--- config.mk ---
export PLATFORM = sky130hd
export DESIGN_NAME = exe_stage_flat
export DESIGN_NICKNAME = d
export VERILOG_FILES = /design/src/rtl/exe_stage_if.sv /design/src/rtl/exe_stage.sv /design/src/flat_wrapper.sv
export SDC_FILE = /design/constraint.sdc
export NUM_CORES = 1
export LEC_CHECK = 0
export ABC_AREA = 1
export BUFFER_PORTS_ARGS = -buffer_cell sky130_fd_sc_hd__buf_2
export CORE_UTILIZATION = 38
export DETAILED_ROUTE_END_ITERATION = 8
export REMOVE_ABC_BUFFERS = 1
export SLEW_MARGIN = 20
export SYNTH_ARGS = -nofsm -noshare
export SYNTH_HDL_FRONTEND = slang
export SYNTH_SLANG_ARGS = --single-unit
--- constraint.sdc ---
create_clock -name clk -period 7.4 [get_ports clk]
set_clock_uncertainty 0.15 [all_clocks]
set_input_delay 1.11 -clock clk [delete_from_list [all_inputs] [get_ports clk]]
set_output_delay 1.11 -clock clk [all_outputs]
set_load 0.005 [all_outputs]
--- src/rtl/exe_stage_if.sv ---
// Execute-stage port bundle: ID/EXE register outputs in, EX/MEM register outputs and stall out.
interface exe_stage_if;
    logic        WriteRegIn;
    logic        MemToRegIn;
    logic        writeMemIn;
    logic        BranchIn;
    logic        RegrtIn;
    logic [2:0]  ALUCIn;
    logic        ALUimmIn;
    logic [31:0] nextAddressIn;
    logic [31:0] R1OutputIn;
    logic [31:0] R2OutputIn;
    logic [31:0] signExtendIn;
    logic [4:0]  rdIn;
    logic [4:0]  rtIn;

    logic        stall;
    logic        WriteRegOut;
    logic        MemToRegOut;
    logic        writeMemOut;
    logic        branchTakenOut;
    logic [31:0] branchTargetOut;
    logic [31:0] aluResultOut;
    logic [31:0] storeDataOut;
    logic [4:0]  destRegOut;
    logic        ovfOut;

    modport master (
        output WriteRegIn, MemToRegIn, writeMemIn, BranchIn, RegrtIn, ALUCIn, ALUimmIn,
               nextAddressIn, R1OutputIn, R2OutputIn, signExtendIn, rdIn, rtIn,
        input  stall, WriteRegOut, MemToRegOut, writeMemOut, branchTakenOut,
               branchTargetOut, aluResultOut, storeDataOut, destRegOut, ovfOut
    );

    modport slave (
        input  WriteRegIn, MemToRegIn, writeMemIn, BranchIn, RegrtIn, ALUCIn, ALUimmIn,
               nextAddressIn, R1OutputIn, R2OutputIn, signExtendIn, rdIn, rtIn,
        output stall, WriteRegOut, MemToRegOut, writeMemOut, branchTakenOut,
               branchTargetOut, aluResultOut, storeDataOut, destRegOut, ovfOut
    );
endinterface

--- src/rtl/exe_stage.sv ---
// Execute stage with EX/MEM register and iterative radix-2^MUL_RADIX_BITS multiplier.
// Define EXE_OVF_TRAP_EN to flag ADD/SUB signed overflow and suppress its writeback.
module exe_stage #(
    parameter int MUL_RADIX_BITS = 1
) (
    input  logic       clk,
    input  logic       rst,
    exe_stage_if.slave bus
);
    localparam int N     = 32 / MUL_RADIX_BITS;
    localparam int CNT_W = 6;

    typedef enum logic [1:0] {S_IDLE, S_RUN, S_DONE} state_t;

    state_t           r_state;
    logic [CNT_W-1:0] r_cnt;
    logic [31:0]      r_mul_a;
    logic [31:0]      r_mul_b;
    logic [31:0]      r_acc;

    logic        r_write_reg;
    logic        r_mem_to_reg;
    logic        r_write_mem;
    logic        r_branch_taken;
    logic [31:0] r_branch_target;
    logic [31:0] r_alu_result;
    logic [31:0] r_store_data;
    logic [4:0]  r_dest_reg;
    logic        r_ovf;

    logic [31:0] w_op_b;
    logic [31:0] w_alu;
    logic [31:0] w_pp;
    logic        w_mul_req;
    logic        w_stall;
    logic        w_trap;

    assign w_op_b    = bus.ALUimmIn ? bus.signExtendIn : bus.R2OutputIn;
    assign w_mul_req = (bus.ALUCIn == 3'b111) && bus.WriteRegIn;
    assign w_stall   = ((r_state == S_IDLE) && w_mul_req) || (r_state == S_RUN);
    assign bus.stall = !rst && w_stall;

`ifdef EXE_OVF_TRAP_EN
    logic [31:0] w_sum;
    logic [31:0] w_diff;
    assign w_sum  = bus.R1OutputIn + w_op_b;
    assign w_diff = bus.R1OutputIn - w_op_b;
    // Overflow when the operands' signs make the true result unrepresentable.
    assign w_trap = ((bus.ALUCIn == 3'b000) && (bus.R1OutputIn[31] == w_op_b[31])
                        && (w_sum[31] != bus.R1OutputIn[31]))
                 || ((bus.ALUCIn == 3'b001) && (bus.R1OutputIn[31] != w_op_b[31])
                        && (w_diff[31] != bus.R1OutputIn[31]));
`else
    assign w_trap = 1'b0;
`endif

    always_comb begin
        // NOTE: default first so every path assigns w_alu and no latch is inferred.
        w_alu = '0;
        case (bus.ALUCIn)
            3'b000:  w_alu = bus.R1OutputIn + w_op_b;
            3'b001:  w_alu = bus.R1OutputIn - w_op_b;
            3'b010:  w_alu = bus.R1OutputIn & w_op_b;
            3'b011:  w_alu = bus.R1OutputIn | w_op_b;
            3'b100:  w_alu = bus.R1OutputIn ^ w_op_b;
            3'b101:  w_alu = {31'b0, $signed(bus.R1OutputIn) < $signed(w_op_b)};
            3'b110:  w_alu = ~(bus.R1OutputIn | w_op_b);
            default: w_alu = '0;
        endcase
    end

    // One radix digit of B times the shifted A.
    always_comb begin
        w_pp = '0;
        for (int j = 0; j < MUL_RADIX_BITS; j++) begin
            if (r_mul_b[j]) w_pp = w_pp + (r_mul_a << j);
        end
    end

    always_ff @(posedge clk or posedge rst) begin
        if (rst) begin
            // NOTE: sequential state uses non-blocking assignments so all registers update together.
            r_state         <= S_IDLE;
            r_cnt           <= '0;
            r_mul_a         <= '0;
            r_mul_b         <= '0;
            r_acc           <= '0;
            r_write_reg     <= 1'b0;
            r_mem_to_reg    <= 1'b0;
            r_write_mem     <= 1'b0;
            r_branch_taken  <= 1'b0;
            r_branch_target <= '0;
            r_alu_result    <= '0;
            r_store_data    <= '0;
            r_dest_reg      <= '0;
            r_ovf           <= 1'b0;
        end else begin
            case (r_state)
                S_IDLE: begin
                    if (w_mul_req) begin
                        r_state <= S_RUN;
                        r_mul_a <= bus.R1OutputIn;
                        r_mul_b <= w_op_b;
                        r_acc   <= '0;
                        r_cnt   <= '0;
                    end
                end
                S_RUN: begin
                    r_acc   <= r_acc + w_pp;
                    r_mul_a <= r_mul_a << MUL_RADIX_BITS;
                    r_mul_b <= r_mul_b >> MUL_RADIX_BITS;
                    r_cnt   <= r_cnt + 1'b1;
                    if (r_cnt == CNT_W'(N - 1)) r_state <= S_DONE;
                end
                S_DONE:  r_state <= S_IDLE;
                default: r_state <= S_IDLE;
            endcase

            // Data fields load every cycle; only the controls are squashed into a bubble.
            r_branch_target <= bus.nextAddressIn + (bus.signExtendIn << 2);
            r_store_data    <= bus.R2OutputIn;
            r_dest_reg      <= bus.RegrtIn ? bus.rtIn : bus.rdIn;
            r_alu_result    <= (r_state == S_DONE) ? r_acc : w_alu;
            if (w_stall) begin
                r_write_reg    <= 1'b0;
                r_mem_to_reg   <= 1'b0;
                r_write_mem    <= 1'b0;
                r_branch_taken <= 1'b0;
                r_ovf          <= 1'b0;
            end else begin
                r_write_reg    <= bus.WriteRegIn && !w_trap;
                r_mem_to_reg   <= bus.MemToRegIn;
                r_write_mem    <= bus.writeMemIn;
                r_branch_taken <= bus.BranchIn && (bus.R1OutputIn == bus.R2OutputIn);
                r_ovf          <= w_trap;
            end
        end
    end

    assign bus.WriteRegOut     = r_write_reg;
    assign bus.MemToRegOut     = r_mem_to_reg;
    assign bus.writeMemOut     = r_write_mem;
    assign bus.branchTakenOut  = r_branch_taken;
    assign bus.branchTargetOut = r_branch_target;
    assign bus.aluResultOut    = r_alu_result;
    assign bus.storeDataOut    = r_store_data;
    assign bus.destRegOut      = r_dest_reg;
    assign bus.ovfOut          = r_ovf;
endmodule

--- src/flat_wrapper.sv ---
// flat-port wrapper written by rule: the top's interface ports become plain ports
module exe_stage_flat 
#(
    parameter int MUL_RADIX_BITS = 1
)
  (clk, rst, bus_WriteRegIn, bus_MemToRegIn, bus_writeMemIn, bus_BranchIn, bus_RegrtIn, bus_ALUCIn, bus_ALUimmIn, bus_nextAddressIn, bus_R1OutputIn, bus_R2OutputIn, bus_signExtendIn, bus_rdIn, bus_rtIn, bus_stall, bus_WriteRegOut, bus_MemToRegOut, bus_writeMemOut, bus_branchTakenOut, bus_branchTargetOut, bus_aluResultOut, bus_storeDataOut, bus_destRegOut, bus_ovfOut);
  exe_stage_if bus_i ();
  input  logic clk;
  input  logic rst;
  input wire logic [$bits(bus_i.WriteRegIn)-1:0] bus_WriteRegIn;
  input wire logic [$bits(bus_i.MemToRegIn)-1:0] bus_MemToRegIn;
  input wire logic [$bits(bus_i.writeMemIn)-1:0] bus_writeMemIn;
  input wire logic [$bits(bus_i.BranchIn)-1:0] bus_BranchIn;
  input wire logic [$bits(bus_i.RegrtIn)-1:0] bus_RegrtIn;
  input wire logic [$bits(bus_i.ALUCIn)-1:0] bus_ALUCIn;
  input wire logic [$bits(bus_i.ALUimmIn)-1:0] bus_ALUimmIn;
  input wire logic [$bits(bus_i.nextAddressIn)-1:0] bus_nextAddressIn;
  input wire logic [$bits(bus_i.R1OutputIn)-1:0] bus_R1OutputIn;
  input wire logic [$bits(bus_i.R2OutputIn)-1:0] bus_R2OutputIn;
  input wire logic [$bits(bus_i.signExtendIn)-1:0] bus_signExtendIn;
  input wire logic [$bits(bus_i.rdIn)-1:0] bus_rdIn;
  input wire logic [$bits(bus_i.rtIn)-1:0] bus_rtIn;
  output wire logic [$bits(bus_i.stall)-1:0] bus_stall;
  output wire logic [$bits(bus_i.WriteRegOut)-1:0] bus_WriteRegOut;
  output wire logic [$bits(bus_i.MemToRegOut)-1:0] bus_MemToRegOut;
  output wire logic [$bits(bus_i.writeMemOut)-1:0] bus_writeMemOut;
  output wire logic [$bits(bus_i.branchTakenOut)-1:0] bus_branchTakenOut;
  output wire logic [$bits(bus_i.branchTargetOut)-1:0] bus_branchTargetOut;
  output wire logic [$bits(bus_i.aluResultOut)-1:0] bus_aluResultOut;
  output wire logic [$bits(bus_i.storeDataOut)-1:0] bus_storeDataOut;
  output wire logic [$bits(bus_i.destRegOut)-1:0] bus_destRegOut;
  output wire logic [$bits(bus_i.ovfOut)-1:0] bus_ovfOut;
  assign bus_i.WriteRegIn = bus_WriteRegIn;
  assign bus_i.MemToRegIn = bus_MemToRegIn;
  assign bus_i.writeMemIn = bus_writeMemIn;
  assign bus_i.BranchIn = bus_BranchIn;
  assign bus_i.RegrtIn = bus_RegrtIn;
  assign bus_i.ALUCIn = bus_ALUCIn;
  assign bus_i.ALUimmIn = bus_ALUimmIn;
  assign bus_i.nextAddressIn = bus_nextAddressIn;
  assign bus_i.R1OutputIn = bus_R1OutputIn;
  assign bus_i.R2OutputIn = bus_R2OutputIn;
  assign bus_i.signExtendIn = bus_signExtendIn;
  assign bus_i.rdIn = bus_rdIn;
  assign bus_i.rtIn = bus_rtIn;
  assign bus_stall = bus_i.stall;
  assign bus_WriteRegOut = bus_i.WriteRegOut;
  assign bus_MemToRegOut = bus_i.MemToRegOut;
  assign bus_writeMemOut = bus_i.writeMemOut;
  assign bus_branchTakenOut = bus_i.branchTakenOut;
  assign bus_branchTargetOut = bus_i.branchTargetOut;
  assign bus_aluResultOut = bus_i.aluResultOut;
  assign bus_storeDataOut = bus_i.storeDataOut;
  assign bus_destRegOut = bus_i.destRegOut;
  assign bus_ovfOut = bus_i.ovfOut;
  exe_stage #(.MUL_RADIX_BITS(MUL_RADIX_BITS)) u_core (.clk(clk), .rst(rst), .bus(bus_i));
endmodule
==> results of run 1 <==
area by class of cell:
type	instances	area, sq um	area share
Clock inverter	7	72.6	0.00342
Timing Repair Buffer	276	1440	0.0677
Inverter	471	1780	0.0839
Clock buffer	40	774	0.0365
Sequential cell	209	5230	0.247
Tap cell	615	769	0.0363
Multi-Input combinational cell	2064	11100	0.525
where the power goes:
part / switching (mW) / internal [mW] / total [mW]
clock: 0.540 / 0.753 / 1.29
sequential: 0.222 / 1.46 / 1.68
combinational: 1.43 / 0.693 / 2.12
total: 2.19 / 2.91 / 5.10
cell usage in the layout, fill, tap and decap left out, types with 9 or more instances in the layout:
cell / n
a221oi_1: 33
xor2_1: 28
clkbuf_16: 27
dfrtp_1: 208
buf_4: 22
a21o_1: 9
inv_2: 13
o22ai_1: 27
ha_1: 177
nand4_1: 20
xnor2_1: 13
o211ai_1: 53
inv_1: 453
o21bai_1: 17
nand3_1: 151
nand2_1: 892
nor2_1: 205
buf_2: 254
o21ai_0: 171
nor3_1: 18
a21oi_1: 162
registers in the layout (all words and copies together), names as in the netlist, 2 cells and up:
signal,cells
u_core.bus.destRegOut,5
u_core.r_acc,32
u_core.r_mul_a,32
u_core.bus.branchTargetOut,32
u_core.bus.storeDataOut,32
u_core.r_state,2
u_core.r_cnt,6
u_core.bus.aluResultOut,32
u_core.r_mul_b,32
through the flow:
step                      instance area [sq um]  hold slack [ps]  setup slack (ps)  cells  total power [mW]
final                                     21200              346              2860   3682              5.10
after global routing                      21200              363              2700   3682              5.43
after CTS                                 21200              354              2830   3682              5.09
after detailed placement                  20400              340              2430   3635              3.78
after global placement                    20400              328              2580   3635              3.76
after floorplan                           18100              303               431   2744              3.00
synth_stat cells (18+ instances only):
master    number
a21oi_1      162
a221oi_1      33
buf_2         36
clkbuf_1      28
dfrtp_1      209
ha_1         177
inv_1        455
nand2_1      892
nand3_1      152
nand4_1       20
nor2_1       205
nor3_1        18
o211ai_1      53
o21ai_0      171
o22ai_1       27
xor2_1        28
cells by family (layout without fill, tap and decap cells):
kind of cell	count (synthesis)	after routing
adders and majority gates	181	181
DFF	209	209
buffers and inverters	551	794
and+or+nand+nor	1323	1323
xor gates and xnor gates	41	41
muxes	5	5
other	1	1
AOI/OAI and AO/OA	513	513
final timing paths:
check                                        from                     endpoint  slack (ps)  depth (start not counted)
max in group asynchronous                     rst  u_core.bus.storeDataOut[29]        5230                          3
worst max register to register  u_core.r_mul_b[0]             u_core.r_acc[26]        4080                         13
worst max-delay path                 bus_ALUimmIn  u_core.bus.aluResultOut[16]        2860                         17
worst min-delay path              u_core.r_cnt[5]            u_core.r_state[1]         350                          1
min in group asynchronous                     rst     u_core.bus.destRegOut[3]         520                          2
worst min register to register    u_core.r_cnt[5]            u_core.r_state[1]         350                          1
per-layer routing:
metal	routed length (um)	vias to the layer above	GRT usage
li1	-	9507	-
met1	34200	9420	0.416
met2	34800	817	0.501
met3	5460	151	0.0390
met4	3020	2	0.117
met5	13	-	0
==> impl_metrics.py, run 1 <==
metrics = {
    "floorplanning": {
        "die_w_um": 223,
        "ioPinCount": 256,
        "coreArea_sq_um": 47800,
        "die_h_um": 223,
        "fp-row-count": 80,
        "die_area_sq_um": 49600,
        "start_util": 0.387,
    },
    "yosys": {
        "synth.top_cell.area_share": 0.283,
        "synth_top_family_by_area": "simple AND/OR/NAND/NOR gates",
        "yosys.area_share.simple": 0.290,
        "yosys.area.top_type": "dfrtp_1",
        "synthTopCellsByArea": "dfrtp_1 28%, nand2_1 18%, ha_1 12%",
        "synth_compound_area_frac": 0.165,
        "synth_edf_count": 0,
        "synth_ff_type": "dfrtp_1",
        "async_reset_ff_frac": 1.00,
        "synthesis.area_sq_um": 18500,
        "yosysWarnings": 0,
        "syn_avg_cell_area_sq_um": 6.55,
        "synth_cell_types": 52,
        "muxShareOfSynthArea": 0.00304,
        "ys_ff_latch": 209,
        "synthAdderAreaFrac": 0.124,
        "syn_inst": 2824,
        "synth_xor_xnor_area_share": 0.0194,
        "synth-seq-area-share": 0.283,
    },
    "timing": {
        "period_needed_ps": 4540,
        "hold_viol": 0,
        "finalCritPeriodShare": 0.613,
        "setup_viol": 0,
        "fmax_ghz": 0.220,
        "tightest_slew_ps": 1140,
        "rsz0062_at_grt": "false",
        "setup_tns_ps": 0,
        "slew_viol_final": 0,
        "slew_headroom": 0.241,
    },
    "finish": {
        "drive_gt1_frac": 0.119,
        "n_antenna_cell": 0,
        "nNetsFinal": 3379,
        "n_fill_cell": 5062,
        "final_util": 0.443,
        "syn2layout_area_growth_pct": 14.6,
    },
    "power_and_ir_drop": {
        "ir_drop_mv": 0.164,
        "p_leak_nw": 11.7,
        "pwr_density_cell_nw_per_um2": 240,
    },
    "clocking": {
        "holdBufCountCts": 0,
        "clk_pin_slew_worst_paths_ps": 60,
        "cts_max_level": 1,
        "worstSkewPairLatency_ps": 570,
        "clockBufferDepth": 3,
        "post_cts_buffers": 0,
        "cts_buffers": 27,
        "root_buffer": "clkbuf_16",
        "cts_tree": "done",
        "cts.sinks": 209,
        "post_cts_resized": 0,
    },
    "worst_setup_path": {
        "cp_max_fo": 33,
        "critPathBufInv": 3,
        "worstPathCellList": "buf_2, buf_4, o21ai_0, inv_1, ha_1, fa_1, nand3_1, nand3_1, nand2_1, nand2_1, nand2_1, o211ai_1, nand2_1, nand3_1, nand3_1, nand2_1, nand2_1",
        "cp_slowest_cell": "o21ai_0",
        "critPathCaptureType": "flop",
        "critPathArrivalTime_ps": 4890,
        "path_class": "input port to flop",
        "crit_family": "simple AND/OR/NAND/NOR gates",
        "start_kind": "input port",
        "crit_path_frequent_cell": "nand2_1",
        "slowest_delay_ps": 680,
        "crit_required_ps": 7750,
    },
    "routing": {
        "drc": 0,
        "avgRoutedWirePerCell_um": 21.0,
        "viasPerCell": 5.40,
        "wl_um": 77500,
        "drtIter0Drc": 1578,
        "firstDrtPassIters": 7,
        "via_count": 19897,
        "antenna_left": 0,
    },
    "grt": {
        "gr-usage-all-layers": 0.308,
        "grt_max_degree": 111,
        "grt_pass1_vias": 19505,
        "grt_pass1_wl_um": 116000,
        "overflow": 0,
        "antenna_found_initial": 2,
    },
    "placed_design": {
        "port-buffer-count": 254,
        "dp_hpwl_um": 62100,
        "routabilityCongestion": 1.00,
    },
    "run_status": {
        "status": "completed",
    },
    "job": {
        "cap_violations": 0,
    },
    "hold_path": {
        "min_path_type": "flop to flop",
    },
}
Power figures use the tool's default switching activity.
==> run 2, diff against run 1 <==
Settings changed: ABC_AREA 1 to 0.
Clock period 7.4 ns to 4.6 ns, I/O delays scaled along.
==> run 2 against run 1 <==
  * Critical path depth down 4
  * Synthesized area down 11%
  * Routed wire length fell by 25%
  * Via count down 21%
  * Power rose by 46%
  * Non-clock buffer count rose by 45
  * Clock-buffer cell count fell by 3
  * Sequential power rose by 58%
  * Synthesized cell count shrank 32%
  * Global-route usage down 5.0 points
  * Design area decreased by 8.6%
  * First-iteration DRC count decreased by 20%
  * Critical endpoint is now u_core.r_acc[28]
  * Largest cell class unchanged
  * Largest power group unchanged
==> impl_metrics.py, run 2 <==
metrics = {
    "grt": {
        "overflow": 0,
        "grt_max_degree": 94,
        "gr-usage-all-layers": 0.258,
        "grt_pass1_vias": 15501,
        "antenna_found_initial": 1,
        "grt_pass1_wl_um": 88900,
    },
    "yosys": {
        "yosys.area.top_type": "dfrtp_1",
        "synth_commonest_cells": "209 x dfrtp_1, 194 x nand2_1, 177 x ha_1",
        "syn_inst": 1912,
        "synthTopCellsByArea": "dfrtp_1 32%, ha_1 13%, a21oi_1 4.6%",
        "synth_cell_types": 77,
        "synth_ff_type": "dfrtp_1",
        "syn_avg_cell_area_sq_um": 8.58,
        "ys_ff_latch": 209,
        "synth_most_common_cell": "dfrtp_1",
        "synth_edf_count": 0,
        "async_reset_ff_frac": 1.00,
        "yosysWarnings": 0,
        "synth.top_cell.area_share": 0.319,
        "synthesis.area_sq_um": 16400,
        "synth-seq-area-share": 0.319,
    },
    "worst_setup_path": {
        "critPathCaptureType": "flop",
        "slowest_delay_ps": 500,
        "critPathBufInv": 0,
        "crit_required_ps": 4910,
        "worstPathCellList": "and2_1, ha_1, fa_1, a211o_1, a21oi_1, o21ai_0, a41oi_1, o211ai_1, a41oi_1, o31ai_1, a31oi_1, nor3_1, a311oi_1",
        "crit_family": "compound AO/OA/AOI/OAI gates",
        "start_kind": "flop",
        "crit_path_frequent_cell": "a41oi_1",
        "path_class": "flop to flop",
        "r2r_slack_ps": 520,
        "cp_max_fo": 3,
        "critPathArrivalTime_ps": 4390,
        "cp_slowest_cell": "a41oi_1",
    },
    "clocking": {
        "holdBufCountCts": 0,
        "cts_tree": "done",
        "cts.sinks": 209,
        "clk_pin_slew_worst_paths_ps": 60,
        "worstSkewPairLatency_ps": 560,
        "post_cts_buffers": 0,
        "cts_max_level": 1,
        "clockBufferDepth": 3,
        "post_cts_resized": 0,
        "root_buffer": "clkbuf_16",
        "cts_buffers": 26,
    },
    "power_and_ir_drop": {
        "ir_drop_mv": 0.241,
        "pwr_density_cell_nw_per_um2": 385,
        "p_leak_nw": 9.31,
    },
    "routing": {
        "drc": 0,
        "antenna_left": 0,
        "avgRoutedWirePerCell_um": 21.3,
        "wl_um": 57700,
        "drtIter0Drc": 1258,
        "firstDrtPassIters": 6,
        "viasPerCell": 5.77,
        "via_count": 15657,
    },
    "finish": {
        "syn2layout_area_growth_pct": 18.1,
        "nNetsFinal": 2485,
        "layout_common_cells": "254 x buf_2, 209 x dfrtp_1, 194 x nand2_1",
        "drive_gt1_frac": 0.188,
        "layout_commonest_cell": "buf_2",
        "n_fill_cell": 4198,
        "final_util": 0.459,
        "stdcell_count": 2714,
    },
    "timing": {
        "fmax_ghz": 0.245,
        "period_needed_ps": 4080,
        "tightest_slew_ps": 993,
        "slew_viol_final": 0,
        "hold_viol": 0,
        "slew_headroom": 0.338,
        "finalCritPeriodShare": 0.888,
        "rsz0062_at_grt": "false",
        "setup_viol": 0,
        "holdWs_ps": 24.0,
    },
    "floorplanning": {
        "die_h_um": 210,
        "start_util": 0.389,
        "die_w_um": 210,
        "ioPinCount": 256,
        "coreArea_sq_um": 42200,
        "fp-row-count": 75,
        "die_area_sq_um": 44000,
    },
    "run_status": {
        "status": "completed",
    },
    "placed_design": {
        "port-buffer-count": 254,
        "routabilityCongestion": 0.959,
        "dp.cells": 2666,
        "dp_hpwl_um": 44600,
    },
    "hold_path": {
        "min_path_type": "input port to asynchronous set/reset pin",
    },
    "job": {
        "cap_violations": 0,
    },
}
[run 2: cell count changes after synthesis, sizes merged, moves of 32 or more]
cell    delta
buf       -32
nand3    -121
nand2    -699
and2      +33
mux2i     +47
inv      -359
a22oi     +52
o21ai     -45
o211ai    -35
nor2      -74
xnor2     +53
clkbuf    +58
[run 2: worst paths after layout]
kind                                 startpoint                            end  depth (start not counted)
max reg2reg                   u_core.r_mul_a[0]               u_core.r_acc[28]                         13
max in group asynchronous                   rst     u_core.bus.storeDataOut[1]                          3
max                           u_core.r_mul_a[0]               u_core.r_acc[28]                         13
min reg2reg                  u_core.r_mul_a[31]             u_core.r_mul_a[31]                          2
min                                         rst    u_core.bus.aluResultOut[22]                          2
min in group clk           bus_nextAddressIn[1]  u_core.bus.branchTargetOut[1]                          1
[run 2: kinds of logic (layout without fill, tap and decap cells)]
family / after synthesis / after routing / synth area share
multiplexers: 58 / 58 / 0.0362
XOR/XNOR: 103 / 103 / 0.0550
buffers and inverters: 217 / 478 / 0.0504
AO/OA/AOI/OAI: 622 / 622 / 0.255
flip-flops: 209 / 209 / 0.319
other: 1 / 3 / 0.000228
AND/OR/NAND/NOR: 521 / 521 / 0.145
adder cells (fa/ha/maj): 181 / 181 / 0.140
[run 2: layout make-up]
class                   instances  area [sq um]  share of cell area
well taps                     539           674              0.0348
flip-flops and latches        209          5230               0.270
inverters                     111           424              0.0219
multi-input cells            1486         10400               0.536
clock buffers                  37           763              0.0394
clock inverters                 9           106             0.00549
diodes                          2          5.00            0.000258
repair buffers                321          1800              0.0928
[run 2: routing by layer]
metal  part of all wire  up-vias  track usage
met3              0.060      150       0.0331
met5                  0        -            0
met2               0.47      631        0.432
met1               0.42     7516        0.333
met4              0.049        0        0.116
li1                   -     7360            -
[run 2: metrics by stage]
stage | total power [mW] | TNS (ps) | cell area [sq um] | setup slack [ps]
6_report | 7.47 | 0 | 19400 | 515
5_1_grt | 7.93 | 0 | 19400 | 253
4_1_cts | 7.51 | 0 | 19400 | 574
3_5_place_dp | 5.35 | 0 | 18500 | 75.9
3_3_place_gp | 5.30 | 0 | 18500 | 205
2_1_floorplan | 4.37 | -688350 | 16000 | -3990
[run 2: where the power goes]
group | internal (mW) | switching [mW] | total [mW] | leakage (nW)
Combinational | 1.13 | 1.58 | 2.71 | 6.32
Clock | 1.26 | 0.851 | 2.11 | 0.420
Sequential | 2.32 | 0.328 | 2.65 | 2.58
Total | 4.71 | 2.76 | 7.47 | 9.31
